$ cat config.mk
export PLATFORM = sky130hd
export DESIGN_NAME = rv_iommu_ds_rd_arb
export DESIGN_NICKNAME = d
export VERILOG_FILES = /design/src/rtl/rv_iommu_ds_rd_arb.sv
export SDC_FILE = /design/constraint.sdc
export NUM_CORES = 1
export LEC_CHECK = 0
export BUFFER_PORTS_ARGS = -buffer_cell sky130_fd_sc_hd__buf_2
export CAP_MARGIN = 10
export CELL_PAD_IN_SITES_DETAIL_PLACEMENT = 0
export CELL_PAD_IN_SITES_GLOBAL_PLACEMENT = 1
export CORE_AREA = 2 2 200 202
export DETAILED_ROUTE_END_ITERATION = 10
export DIE_AREA = 0 0 202 204
export MAX_ROUTING_LAYER = met4
export PLACE_DENSITY_LB_ADDON = 0.1
export SYNTH_ARGS = -nofsm -noshare
export SYNTH_HDL_FRONTEND = slang
export SYNTH_SLANG_ARGS = --single-unit
$ cat constraint.sdc
create_clock -name clk_i -period 4.3 [get_ports clk_i]
set_input_delay 0.86 -clock clk_i [delete_from_list [all_inputs] [get_ports clk_i]]
set_output_delay 0.86 -clock clk_i [all_outputs]
set_load 0.01 [all_outputs]
$ cat src/rtl/rv_iommu_ds_rd_arb.sv
// rv_iommu_ds_rd_arb: round-robin arbiter sharing the IOMMU data-structure
// read port (AR/R) among N_REQ walkers, one burst outstanding at a time.
// Optional build macro RV_IOMMU_DS_ARB_PRIO0_EN gives requester 0 (CQ/FQ)
// absolute priority; round-robin then continues among the other requesters.
module rv_iommu_ds_rd_arb #(
  parameter int N_REQ      = 4,
  parameter int ADDR_WIDTH = 64,
  parameter int DATA_WIDTH = 64
) (
  input  logic                        clk_i,
  input  logic                        rst_i,
  input  logic [N_REQ-1:0]            req_valid_i,
  output logic [N_REQ-1:0]            req_ready_o,
  input  logic [N_REQ*ADDR_WIDTH-1:0] req_addr_i,
  input  logic [N_REQ*8-1:0]          req_len_i,
  output logic [N_REQ-1:0]            rsp_valid_o,
  input  logic [N_REQ-1:0]            rsp_ready_i,
  output logic [DATA_WIDTH-1:0]       rsp_data_o,
  output logic                        rsp_last_o,
  output logic                        rsp_err_o,
  output logic                        ar_valid_o,
  input  logic                        ar_ready_i,
  output logic [ADDR_WIDTH-1:0]       ar_addr_o,
  output logic [7:0]                  ar_len_o,
  input  logic                        r_valid_i,
  output logic                        r_ready_o,
  input  logic [DATA_WIDTH-1:0]       r_data_i,
  input  logic [1:0]                  r_resp_i,
  input  logic                        r_last_i,
  output logic                        busy_o
);

  localparam int PTR_W = $clog2(N_REQ);

  typedef enum logic [1:0] {
    IDLE = 2'd0,
    AR   = 2'd1,
    R    = 2'd2
  } state_t;

  state_t                 state;
  state_t                 state_n;
  logic [PTR_W-1:0]       rr_ptr;
  logic [PTR_W-1:0]       rr_ptr_n;
  logic [PTR_W-1:0]       gnt_idx;
  logic [PTR_W-1:0]       winner;
  logic                   found;
  logic [PTR_W:0]         scan_sum;
  logic [PTR_W-1:0]       scan_idx;
  logic [ADDR_WIDTH-1:0]  addr_q;
  logic [7:0]             len_q;
  logic                   last_fire;

  assign busy_o    = (state != IDLE);
  assign last_fire = (state == R) && r_valid_i && rsp_ready_i[gnt_idx] && r_last_i;

  // Pick the first requesting walker starting at rr_ptr, wrapping at N_REQ.
  always_comb begin
    winner   = '0;
    found    = 1'b0;
    scan_sum = '0;
    scan_idx = '0;
`ifdef RV_IOMMU_DS_ARB_PRIO0_EN
    if (req_valid_i[0]) begin
      found  = 1'b1;
      winner = '0;
    end
`endif
    for (int k = 0; k < N_REQ; k++) begin
      scan_sum = {1'b0, rr_ptr} + (PTR_W+1)'(k);
      if (scan_sum >= (PTR_W+1)'(N_REQ)) begin
        scan_sum = scan_sum - (PTR_W+1)'(N_REQ);
      end
      scan_idx = scan_sum[PTR_W-1:0];
      if (!found && req_valid_i[scan_idx]) begin
        found  = 1'b1;
        winner = scan_idx;
      end
    end
  end

  // Next round-robin pointer once the current burst's last beat is taken.
  always_comb begin
    if (gnt_idx == PTR_W'(N_REQ - 1)) begin
      rr_ptr_n = '0;
    end else begin
      rr_ptr_n = gnt_idx + 1'b1;
    end
`ifdef RV_IOMMU_DS_ARB_PRIO0_EN
    if (gnt_idx == '0) begin
      rr_ptr_n = rr_ptr;
    end
`endif
  end

  // Next-state logic and all handshake/steering outputs.
  always_comb begin
    state_n     = state;
    req_ready_o = '0;
    ar_valid_o  = 1'b0;
    ar_addr_o   = '0;
    ar_len_o    = '0;
    rsp_valid_o = '0;
    rsp_data_o  = '0;
    rsp_last_o  = 1'b0;
    rsp_err_o   = 1'b0;
    r_ready_o   = 1'b0;
    case (state)
      IDLE: begin
        if (found && !rst_i) begin
          req_ready_o[winner] = 1'b1;
          state_n             = AR;
        end
      end
      AR: begin
        ar_valid_o = 1'b1;
        ar_addr_o  = addr_q;
        ar_len_o   = len_q;
        if (ar_ready_i) begin
          state_n = R;
        end
      end
      R: begin
        rsp_valid_o[gnt_idx] = r_valid_i;
        r_ready_o            = rsp_ready_i[gnt_idx];
        rsp_data_o           = r_data_i;
        rsp_last_o           = r_last_i;
        rsp_err_o            = (r_resp_i != 2'b00);
        if (last_fire) begin
          state_n = IDLE;
        end
      end
      default: begin
        state_n = IDLE;
      end
    endcase
  end

  // State register, grant capture and round-robin pointer update.
  always_ff @(posedge clk_i) begin
    if (rst_i) begin
      state   <= IDLE;
      rr_ptr  <= '0;
      gnt_idx <= '0;
      addr_q  <= '0;
      len_q   <= '0;
    end else begin
      state <= state_n;
      if (state == IDLE && found) begin
        gnt_idx <= winner;
        addr_q  <= req_addr_i[winner*ADDR_WIDTH +: ADDR_WIDTH];
        len_q   <= req_len_i[winner*8 +: 8];
      end
      if (last_fire) begin
        rr_ptr <= rr_ptr_n;
      end
    end
  end

endmodule

# Word-level counts from Yosys, hierarchy flattened
# Index checks and enable logic that the tools add are counted.
# totals
ff_bits	78
word_cells	93
input_bits	367
output_inout_bits	149
# classes
addsub	8
bitwise_logic	1
mux	41
n_shift	2
n_reduce_logical	18
n_lt_le_gt_ge	12
n_eq_ne	6
# ops
op	n
$shiftx A256 B9 Y64	1
$mux W64	2
$shiftx A32 B6 Y8	1
$mux W2	12
$lt A2 B3 Y1 const B	6
$mux W1	15
$mux W4	3
$bmux W1 S2	5
$logic_and A1 B1 Y1	10
$ge A3 B3 Y1 const B	3
$mux W8	1
$sub A2 B1 Y2 const B	4
$add A2 B2 Y3 const B	2
$ne A2 B2 Y1 const B	3
$pmux W2 S3	1
$and A4 B4 Y4	1
$demux W1 S2	2
$eq A2 B2 Y1 const B	2
$ge A2 B1 Y1 const B	2
$logic_not A1 Y1	4
$reduce_bool A2 Y1	2
$add A2 B1 Y3 const B	1
$ge A2 B3 Y1 const B	1
$reduce_and A3 Y1	1
3 further kinds	3

# Depth between registers and ports, before layout
# Gate-level depths: netlist of the first run.
# logic_depth
word_depth	20
mapped_depth	8
mapped_depth_nobuf	4

# Least setup slack after synthesis of the first run
# No wires, ideal clock.
# synth_path
kind	in2out
startpoint	input req_valid_i[3]
endpoint	output req_ready_o[1]
required_ns	3.440
path_stages	7
setup_slack_ns	1.290
t_arrival_ns	2.150
path_cell_list	buf_2 -> nor2_1 -> a21o_1 -> buf_2 -> buf_4 -> buf_4 -> a2111oi_1
# synth_between
elab_chain_cells	18
# synth_lines
element	line_no	source
from (decl)	12	input logic [N_REQ-1:0] req_valid_i,
$bmux W1 S2	75	if (!found && req_valid_i[scan_idx]) begin
$mux W1 (not written as such)	75	
$mux W1	75	
$logic_not A1 Y1	75	
$logic_and A1 B1 Y1	75	
$mux W1	75	
$logic_not A1 Y1	75	
$logic_and A1 B1 Y1	75	
(+2 left out)	n/a	
$logic_and A1 B1 Y1	75	
$mux W2	75	
$lt A2 B3 Y1 (not written as such) / $ge A2 B1 Y1 (equally long branches)	111	req_ready_o[winner] = 1'b1;
$logic_and A1 B1 Y1 (not written as such)	111	
$mux W1 (not written as such)	111	
$demux W1 S2	111	
$mux W4 (*)	110	if (found && !rst_i) begin
$mux W4 (*)	108	case (state)
to (decl)	13	output logic [N_REQ-1:0] req_ready_o,
# Mark *: on every way between the ends. The rest lies on a longest branch, timed or not. The select of a mux whose other input is x is not followed.

# Final worst setup path of the first run
# layout_path
startpoint	input req_valid_i[2]
endpoint	output req_ready_o[1]
# The elaborated chain is that of the path after synthesis.

==> flow_summary.json, run 1 <==
{
  "drive_gt1_share_pct": 42.8,
  "worst-r2r-setup-slack_ps": 1580,
  "yosys_warnings": 0,
  "power_leakage_nw": 5.04,
  "drt_iter0_markers": 493,
  "route.detailed.wl_per_inst_um": 22.8,
  "skew_ps": 12.8,
  "synth.net_count": 1361,
  "synth_top_cell_by_area": "dfxtp_1",
  "postRouteAntennaNets": 0,
  "cts_buffer_depth": 2,
  "io_buffers": 515,
  "ys_seq_area_share_pct": 21.5,
  "clk_latency_ps": 370,
  "maxSlewViolCount": 0,
  "use_met3_pct": 4.56,
  "final.setup.worst_slack_ps": 1010,
  "arrival_ps": 2430,
  "layout_commonest_cell": "buf_2",
  "r2r.worst_path.cells": 5,
  "max_freq_mhz": 304,
  "yosys_register_bits": 78,
  "rsz0062_at_grt": "no",
  "wl_um": 44400,
  "status": "finished clean",
  "grt_max_degree": 73,
  "grt_pass1_vias": 9528,
  "cts_tree": "yes",
  "synth.area.top_cells": "dfxtp_1 (22%), a211oi_1 (15%), and2_1 (12%)",
  "fp.dieW_um": 202,
  "vias": 9442,
  "drv_cap": 0,
  "required_ps": 3440,
  "yosys.area.top_type_share_pct": 21.5,
  "dieArea_um2": 41200,
  "cts_resized": 0,
  "area_growth_pct": 44.8,
  "hold_depth": 2,
  "hold_viol_final": 0,
  "avgViaCountPerCell": 4.85,
  "dr.pass1.iters": 5,
  "grt_usage_pct": 21.3,
  "pre_cts_slack_ps": 1010,
  "synth_cell_types": 42,
  "io_pins": 516,
  "cts_sinks": 78,
  "power.density_nw_per_um2": 266,
  "cp_max_fo": 44,
  "end_kind": "output port",
  "synthFlopType": "dfxtp_1",
  "slew_headroom_pct": 31.8,
  "syn_area_um2": 7250,
  "setup_violations": 0,
  "worstMarginPinSlew_ps": 1020,
  "cts_hold_buffers": 0,
  "fin_crit_sh_pct": 76.5,
  "synth_edf_count": 0,
  "cts_setup_buffers": 0,
  "grt_pass1_wl_um": 63300,
  "async_flop_share_pct": 0,
  "drcViolationCount": 0,
  "start_kind": "input port",
  "antenna_found_initial": 15,
  "core_um2": 39200,
  "h-tree-depth": 3,
  "clkTransAtPathRegs_ps": 70,
  "hpwlAfterDp_um": 30800,
  "root_buffer": "clkbuf_16",
  "irDropWorstVdd_uv": 174,
  "synth.avg_cell_area_um2": 7.32,
  "die_h_um": 204,
  "hold_class": "reg2reg",
  "final_cell_mix": "buf_2 (512), nand2_1 (148), a211oi_1 (144)",
  "netlist_instances": 990,
  "setup_tns_ps": 0,
  "met2_usage_pct": 36.9,
  "numCtsBuffers": 9,
  "place_congestion": 0.828,
  "overflow": 0,
  "fin_util_pct": 26.8,
  "met1_usage_pct": 24.5,
  "start_util_pct": 18.5,
  "busiest_layer": "met2",
  "nets": 1776,
  "path_class": "in2out",
  "rows": 73,
  "finalCriticalPeriod_ps": 3290
}
## final timing paths
check | startpoint | to
worst max-delay path | req_valid_i[2] | req_ready_o[1]
worst min-delay path | addr_q[29] | addr_q[29]
worst max register to register | rr_ptr[0] | addr_q[14]
worst min register to register | addr_q[29] | addr_q[29]
## layout make-up
class                      count  area (um^2)
antenna                       13         32.5
clock buffer                  12          246
clock inverter                 4         70.1
fill                        4455        28700
inverter                       3         12.5
multi-input combinational    778         5150
sequential                    78         1560
tap                          525          657
timing repair buffer         535         2760
## stage by stage
stage               total power [mW]  instances  cell area, um^2  hold slack, ps
CTS                             2.86       1935            10500             497
floorplan                       1.46        990             7250             472
global route                    2.97       1948            10500             517
detailed placement              1.94       1919            10100             487
global placement                1.94       1919            10100             483
finish                          2.79       1948            10500             494
## sequential cells by signal, summed over array words and instances (netlist names)
register	count
gnt_idx	2
addr_q	64
state	2
len_q	8
rr_ptr	2
## layer usage
layer | vias to the layer above | share of wire, %
met4 | 0 | 2.3
met1 | 4511 | 40
met5 | - | 0
met3 | 49 | 6.1
met2 | 397 | 51
li1 | 4485 | -
## worst max-delay path, cell delays in order
cell       delay (ps)
buf_4             460
nor2_1            210
a21o_4            350
a2111oi_1         270
buf_2             230
## cells in the mapped netlist, types with 2 or more instances
library cell  instances
nor2b_1               4
and3_1               76
buf_2                32
a21oi_1               6
dfxtp_1              78
inv_1                 2
and2_1              138
o21a_1                4
o211ai_1             73
a311oi_1             32
a311oi_2             40
a211oi_1            144
nand2_1             148
ha_1                  4
buf_4                10
nor3_1                3
or2_1                 2
a21o_1                2
mux2i_1               2
clkbuf_1             83
o21ai_0               2
buf_1                 3
buf_6                 3
nor2_1               77
nand2b_1              5
## cells by family (layout without fill, tap and decap cells)
| group | after synthesis | count (layout) | share of synthesized area [%] |
|---|---|---|---|
| multiplexers | 3 | 3 | 0.587 |
| other | 0 | 13 | 0 |
| AO/OA/AOI/OAI | 311 | 311 | 36.9 |
| AND/OR/NAND/NOR | 460 | 460 | 32.0 |
| adder cells (fa/ha/maj) | 4 | 4 | 0.691 |
| flip-flops | 78 | 78 | 21.5 |
| buffers and inverters | 134 | 554 | 8.32 |
## power by group
part / internal (mW) / switching, mW / total (mW) / leakage [nW]
Combinational: 0.414 / 0.614 / 1.03 / 4.23
Sequential: 0.821 / 0.0481 / 0.869 / 0.648
Clock: 0.524 / 0.367 / 0.892 / 0.157
(Power assumes the default switching activity.)
==> run 2: changes to the inputs <==
- CORE_AREA: 2 2 200 202 -> 2 2 201 203
- DIE_AREA: 0 0 202 204 -> 0 0 203 205
- clock period: 4.3 -> 2.9 ns (I/O delays scaled with it)
==> run 2 against run 1 <==
Effect of this change:
- final cell count is 0.36% higher
- critical endpoint unchanged
- sequential share of layout area decreased by 0.13 points
- power up 44%
- worst hold slack got worse by 29 ps
==> flow_summary.json, run 2 (synthesis results as in run 1) <==
{
  "clkPwrFrac_pct": 29.2,
  "cts_setup_buffers": 0,
  "route.detailed.wl_per_inst_um": 23.1,
  "overflow": 0,
  "setup_tns_ps": 0,
  "largest_register_ffs": 64,
  "maxSlewViolCount": 0,
  "io_pins": 516,
  "hold-path-endpoint": "addr_q[30]",
  "area_growth_pct": 46.1,
  "crit_top_cell": "buf_4",
  "grt_usage_pct": 21.4,
  "worstMarginPinSlew_ps": 1040,
  "final_cell_mix": "buf_2 (512), nand2_1 (148), a211oi_1 (144)",
  "power_mw": 4.01,
  "worst-path-buf-inv": 3,
  "clkTransAtPathRegs_ps": 70,
  "hold_class": "in2reg",
  "path_class": "in2out",
  "cpPeakStageDelay_ps": 350,
  "top_regs": "addr_q (64), len_q (8)",
  "avgViaCountPerCell": 4.83,
  "r2r.worst_path.cells": 5,
  "io_buffers": 515,
  "netSwitchingPower_mw": 1.51,
  "drt_iter0_markers": 501,
  "max_freq_mhz": 380,
  "power_frac_comb_pct": 38.5,
  "drv_cap": 0,
  "dieArea_um2": 41600,
  "clk_latency_ps": 370,
  "fp.dieW_um": 203,
  "start_kind": "input port",
  "skew_ps": 13.8,
  "worstHoldStart": "req_addr_i[30]",
  "vias": 9452,
  "grt_pass1_vias": 9474,
  "drcViolationCount": 0,
  "p_int_mw": 2.49,
  "hold_depth": 3,
  "worst-r2r-setup-slack_ps": 740,
  "root_buffer": "clkbuf_16",
  "cts_resized": 0,
  "arrival_ps": 2050,
  "h-tree-depth": 3,
  "required_ps": 2320,
  "setup_violations": 0,
  "power_leakage_nw": 5.09,
  "cts_sinks": 78,
  "drive_gt1_share_pct": 43.1,
  "rsz0062_at_grt": "no",
  "irDropWorstVdd_uv": 268,
  "grt_max_degree": 73,
  "cts_hold_buffers": 0,
  "reg2reg_from": "rr_ptr[1]",
  "wl_um": 45200,
  "rows": 73,
  "cp_max_fo": 23,
  "core_um2": 39400,
  "status": "finished clean",
  "crit_chain": "buf_4 > nor2_1 > a21o_4 > a2111oi_1 > buf_4 > buf_2",
  "fin_crit_sh_pct": 90.7,
  "start_util_pct": 18.4,
  "finalCriticalPeriod_ps": 2630,
  "end_kind": "output port",
  "layout_commonest_cell": "buf_2",
  "hold_viol_final": 0,
  "power.density_nw_per_um2": 379,
  "top_register": "addr_q",
  "cts_buffer_depth": 2,
  "critPathTopFamily": "compound AO/OA/AOI/OAI gates",
  "postRouteAntennaNets": 0,
  "antenna_found_initial": 14,
  "die_h_um": 205,
  "slew_headroom_pct": 31.0,
  "sw_frac_of_total_pct": 37.8,
  "dr.pass1.iters": 4,
  "place_congestion": 0.820,
  "numCtsBuffers": 9,
  "critPathSlowestCell": "a2111oi_1",
  "r2r_end": "addr_q[62]",
  "cts_tree": "yes",
  "grt_pass1_wl_um": 64200,
  "nets": 1785,
  "power.share.sequential_pct": 32.3,
  "hpwlAfterDp_um": 31700
}
==> run 2: cell types whose count changed in the layout (fill, tap and decap cells not counted) <==
cell       delta
a21o_2        +1
a21o_4        -1
buf_12        +6
buf_4         +3
bufinv_16     -2
clkbuf_1      -1
clkbuf_8      +2
clkinv_2      -2
inv_2         +1
==> run 2: routing by layer <==
metal / GRT usage, % / vias to the layer above / routed length, um
met5: - / - / 0
met4: 4.64 / 0 / 495
met3: 4.31 / 25 / 2670
met2: 38.2 / 350 / 23300
met1: 24.8 / 4569 / 18700
li1: - / 4508 / -
==> run 2: per-stage QoR <==
step / setup slack [ps] / hold WS [ps] / utilization, % / std cells / instance area [um^2]
final: 269 / 465 / 26.9 / 1955 / 10600
after global routing: 152 / 466 / 26.9 / 1954 / 10600
after detailed placement: 213 / 490 / 26.1 / 1928 / 10300
after floorplan: 450 / 472 / - / 990 / 7250
after CTS: 216 / 444 / 26.8 / 1942 / 10600
after global placement: 206 / 486 / 26.1 / 1928 / 10300
==> run 2: power groups by stage <==
stage | registers (mW) | clock network [mW] | logic [mW]
after global routing | 1.31 | 1.24 | 1.70
after detailed placement | 1.32 | 0 | 1.58
after floorplan | 1.29 | 0 | 0.879
final | 1.29 | 1.17 | 1.55
after global placement | 1.31 | 0 | 1.58
after CTS | 1.29 | 1.23 | 1.59
==> run 2: worst max path at each step <==
stage,start,end,slack (ps),depth (start not counted)
floorplan,req_valid_i[3],req_ready_o[1],450,7
detailed placement,req_valid_i[2],addr_q[18],210,6
global placement,req_valid_i[2],addr_q[18],210,6
CTS,req_valid_i[2],req_ready_o[1],220,6
finish,req_valid_i[2],req_ready_o[1],270,6
global route,req_valid_i[2],req_ready_o[1],150,6
==> run 2: final cells by class <==
type,count,area (um^2)
inverter,3,11.3
fill,4504,28800
sequential,78,1560
clock inverter,1,5.00
timing repair buffer,544,2900
multi-input combinational,778,5140
clock buffer,13,270
antenna,13,32.5
tap,525,657
==> run 2: worst register-to-register path: cells and delay by family (launching register included) <==
kind                   cells  cell delay [ps]
buffers and inverters      1              660
flip-flops                 1              400
AO/OA/AOI/OAI              4              980
==> run 3: changes to the inputs <==
- BUFFER_PORTS_ARGS: -buffer_cell sky130_fd_sc_hd__buf_2 -> not set
- CELL_PAD_IN_SITES_DETAIL_PLACEMENT: 0 -> not set
- CELL_PAD_IN_SITES_GLOBAL_PLACEMENT: 1 -> not set
- DONT_BUFFER_PORTS: not set -> 1
- PLACE_DENSITY_LB_ADDON: 0.1 -> not set
==> run 3 against run 2 <==
Effect of this change:
- register-to-register slack worse by 230 ps
- flip-flop and latch count unchanged
- highest routed layer unchanged
- non-clock buffer count down 527
- global-route usage shrank 4.6 points
==> flow_summary.json, run 3 (synthesis results as in run 1) <==
{
  "status": "finished clean",
  "critPathSlowestCell": "o21bai_4",
  "vias": 7778,
  "regArea_um2": 1560,
  "power_leakage_nw": 2.79,
  "io_buffers": 0,
  "irDropWorstVdd_uv": 279,
  "r2r_end": "addr_q[4]",
  "rows": 73,
  "pre_cts_slack_ps": 307,
  "r2r.worst_path.cells": 5,
  "layout_commonest_cell": "nand2_1",
  "route.detailed.wl_per_inst_um": 25.0,
  "dr.pass1.iters": 8,
  "start_kind": "input port",
  "clkTransAtPathRegs_ps": 70,
  "skew_ps": 8.37,
  "finalCriticalPeriod_ps": 2730,
  "worstMarginPinSlew_ps": 1040,
  "cts_tree": "yes",
  "largest_register_ffs": 64,
  "h-tree-depth": 3,
  "io_pins": 516,
  "worst-path-buf-inv": 0,
  "area_growth_pct": 9.50,
  "maxSlewViolCount": 0,
  "avgViaCountPerCell": 5.44,
  "dieArea_um2": 41600,
  "drive_gt1_share_pct": 9.75,
  "grt_pass1_wl_um": 50500,
  "cts_setup_buffers": 0,
  "cp_num_cells": 3,
  "drv_cap": 0,
  "crit_chain": "o21bai_4 > nand3_1 > nor3_1",
  "arrival_ps": 2150,
  "worst-r2r-setup-slack_ps": 510,
  "hold-path-endpoint": "addr_q[25]",
  "hold_viol_final": 0,
  "top_register": "addr_q",
  "whs_ps": 292,
  "slew_headroom_pct": 30.9,
  "cp_max_fo": 80,
  "die_h_um": 205,
  "critPathTopFamily": "compound AO/OA/AOI/OAI gates",
  "power.density_nw_per_um2": 465,
  "top_regs": "addr_q (64), len_q (8)",
  "cts_sinks": 78,
  "n_fill_cell": 4438,
  "max_freq_mhz": 366,
  "setup_violations": 0,
  "root_buffer": "clkbuf_16",
  "wl_um": 35800,
  "final.setup.worst_slack_ps": 170,
  "overflow": 0,
  "clk_latency_ps": 370,
  "nets": 1258,
  "fin_crit_sh_pct": 94.1,
  "rsz0062_at_grt": "no",
  "worstHoldStart": "rst_i",
  "fin_util_pct": 20.2,
  "grt_usage_pct": 16.8,
  "drt_iter0_markers": 704,
  "grt_max_degree": 83,
  "crit_start": "req_valid_i[1]",
  "grt_pass1_vias": 7442,
  "hpwlAfterDp_um": 25700,
  "required_ps": 2320,
  "drcViolationCount": 0,
  "core_um2": 39400,
  "hold_class": "in2reg",
  "end_kind": "output port",
  "postRouteAntennaNets": 0,
  "power_mw": 3.69,
  "place_congestion": 0.847,
  "path_class": "in2out",
  "reg2reg_from": "rr_ptr[1]",
  "multi_input_area_um2": 5160,
  "cpPeakStageDelay_ps": 790,
  "cts_buffer_depth": 2,
  "fp.dieW_um": 203,
  "antenna_found_initial": 14,
  "numCtsBuffers": 9,
  "start_util_pct": 18.4,
  "setup_tns_ps": 0,
  "final_cell_mix": "nand2_1 (148), a211oi_1 (144), and2_1 (138)",
  "hold_depth": 1
}
-- run 3: cell types whose count changed in the layout (fill, tap and decap cells not counted), sizes merged --
cell and delta:
buf -527, bufinv +2, clkbuf -2, clkinvlp +1, diode +1, inv +1
-- run 3: what timing repair did --
action | 4_1_cts | 5_1_grt
hold endpoints to repair | 0 | 0
setup endpoints to repair | 1 | 0
resized for setup | 1 | 0
hold buffers | 0 | 0
-- run 3: cell type report --
cell class / count / area share (%)
multi-input cells: 778 / 65.0
flip-flops and latches: 78 / 19.7
well taps: 525 / 8.28
clock buffers: 11 / 3.06
repair buffers: 17 / 2.40
clock inverters: 5 / 1.02
diodes: 14 / 0.442
inverters: 3 / 0.142
-- run 3: worst max path at each step --
| stage | end | slack (ps) |
|---|---|---|
| detailed placement | req_ready_o[1] | 310 |
| floorplan | req_ready_o[1] | 450 |
| finish | req_ready_o[3] | 170 |
| global placement | req_ready_o[1] | 280 |
| CTS | req_ready_o[0] | 160 |
| global route | req_ready_o[3] | 50 |
-- run 3: layer usage --
metal	part of all wire [%]	global-route usage (%)	wire (um)	vias to the layer above
li1	-	-	-	3449
met1	39	19.1	13800	3770
met2	50	28.7	18100	500
met3	8.8	4.76	3150	59
met4	2.2	5.16	793	0
met5	0	-	0	-
-- run 3: per-stage QoR --
step | area (um^2) | instances
after CTS | 7900 | 1417
after global routing | 7930 | 1430
after detailed placement | 7570 | 1401
final | 7940 | 1431
after global placement | 7570 | 1401
after floorplan | 7250 | 990
-- run 3: power breakdown --
part / switching, mW / internal, mW
registers: 0.0728 / 1.22
clock network: 0.544 / 0.781
logic: 0.700 / 0.378
total: 1.32 / 2.38
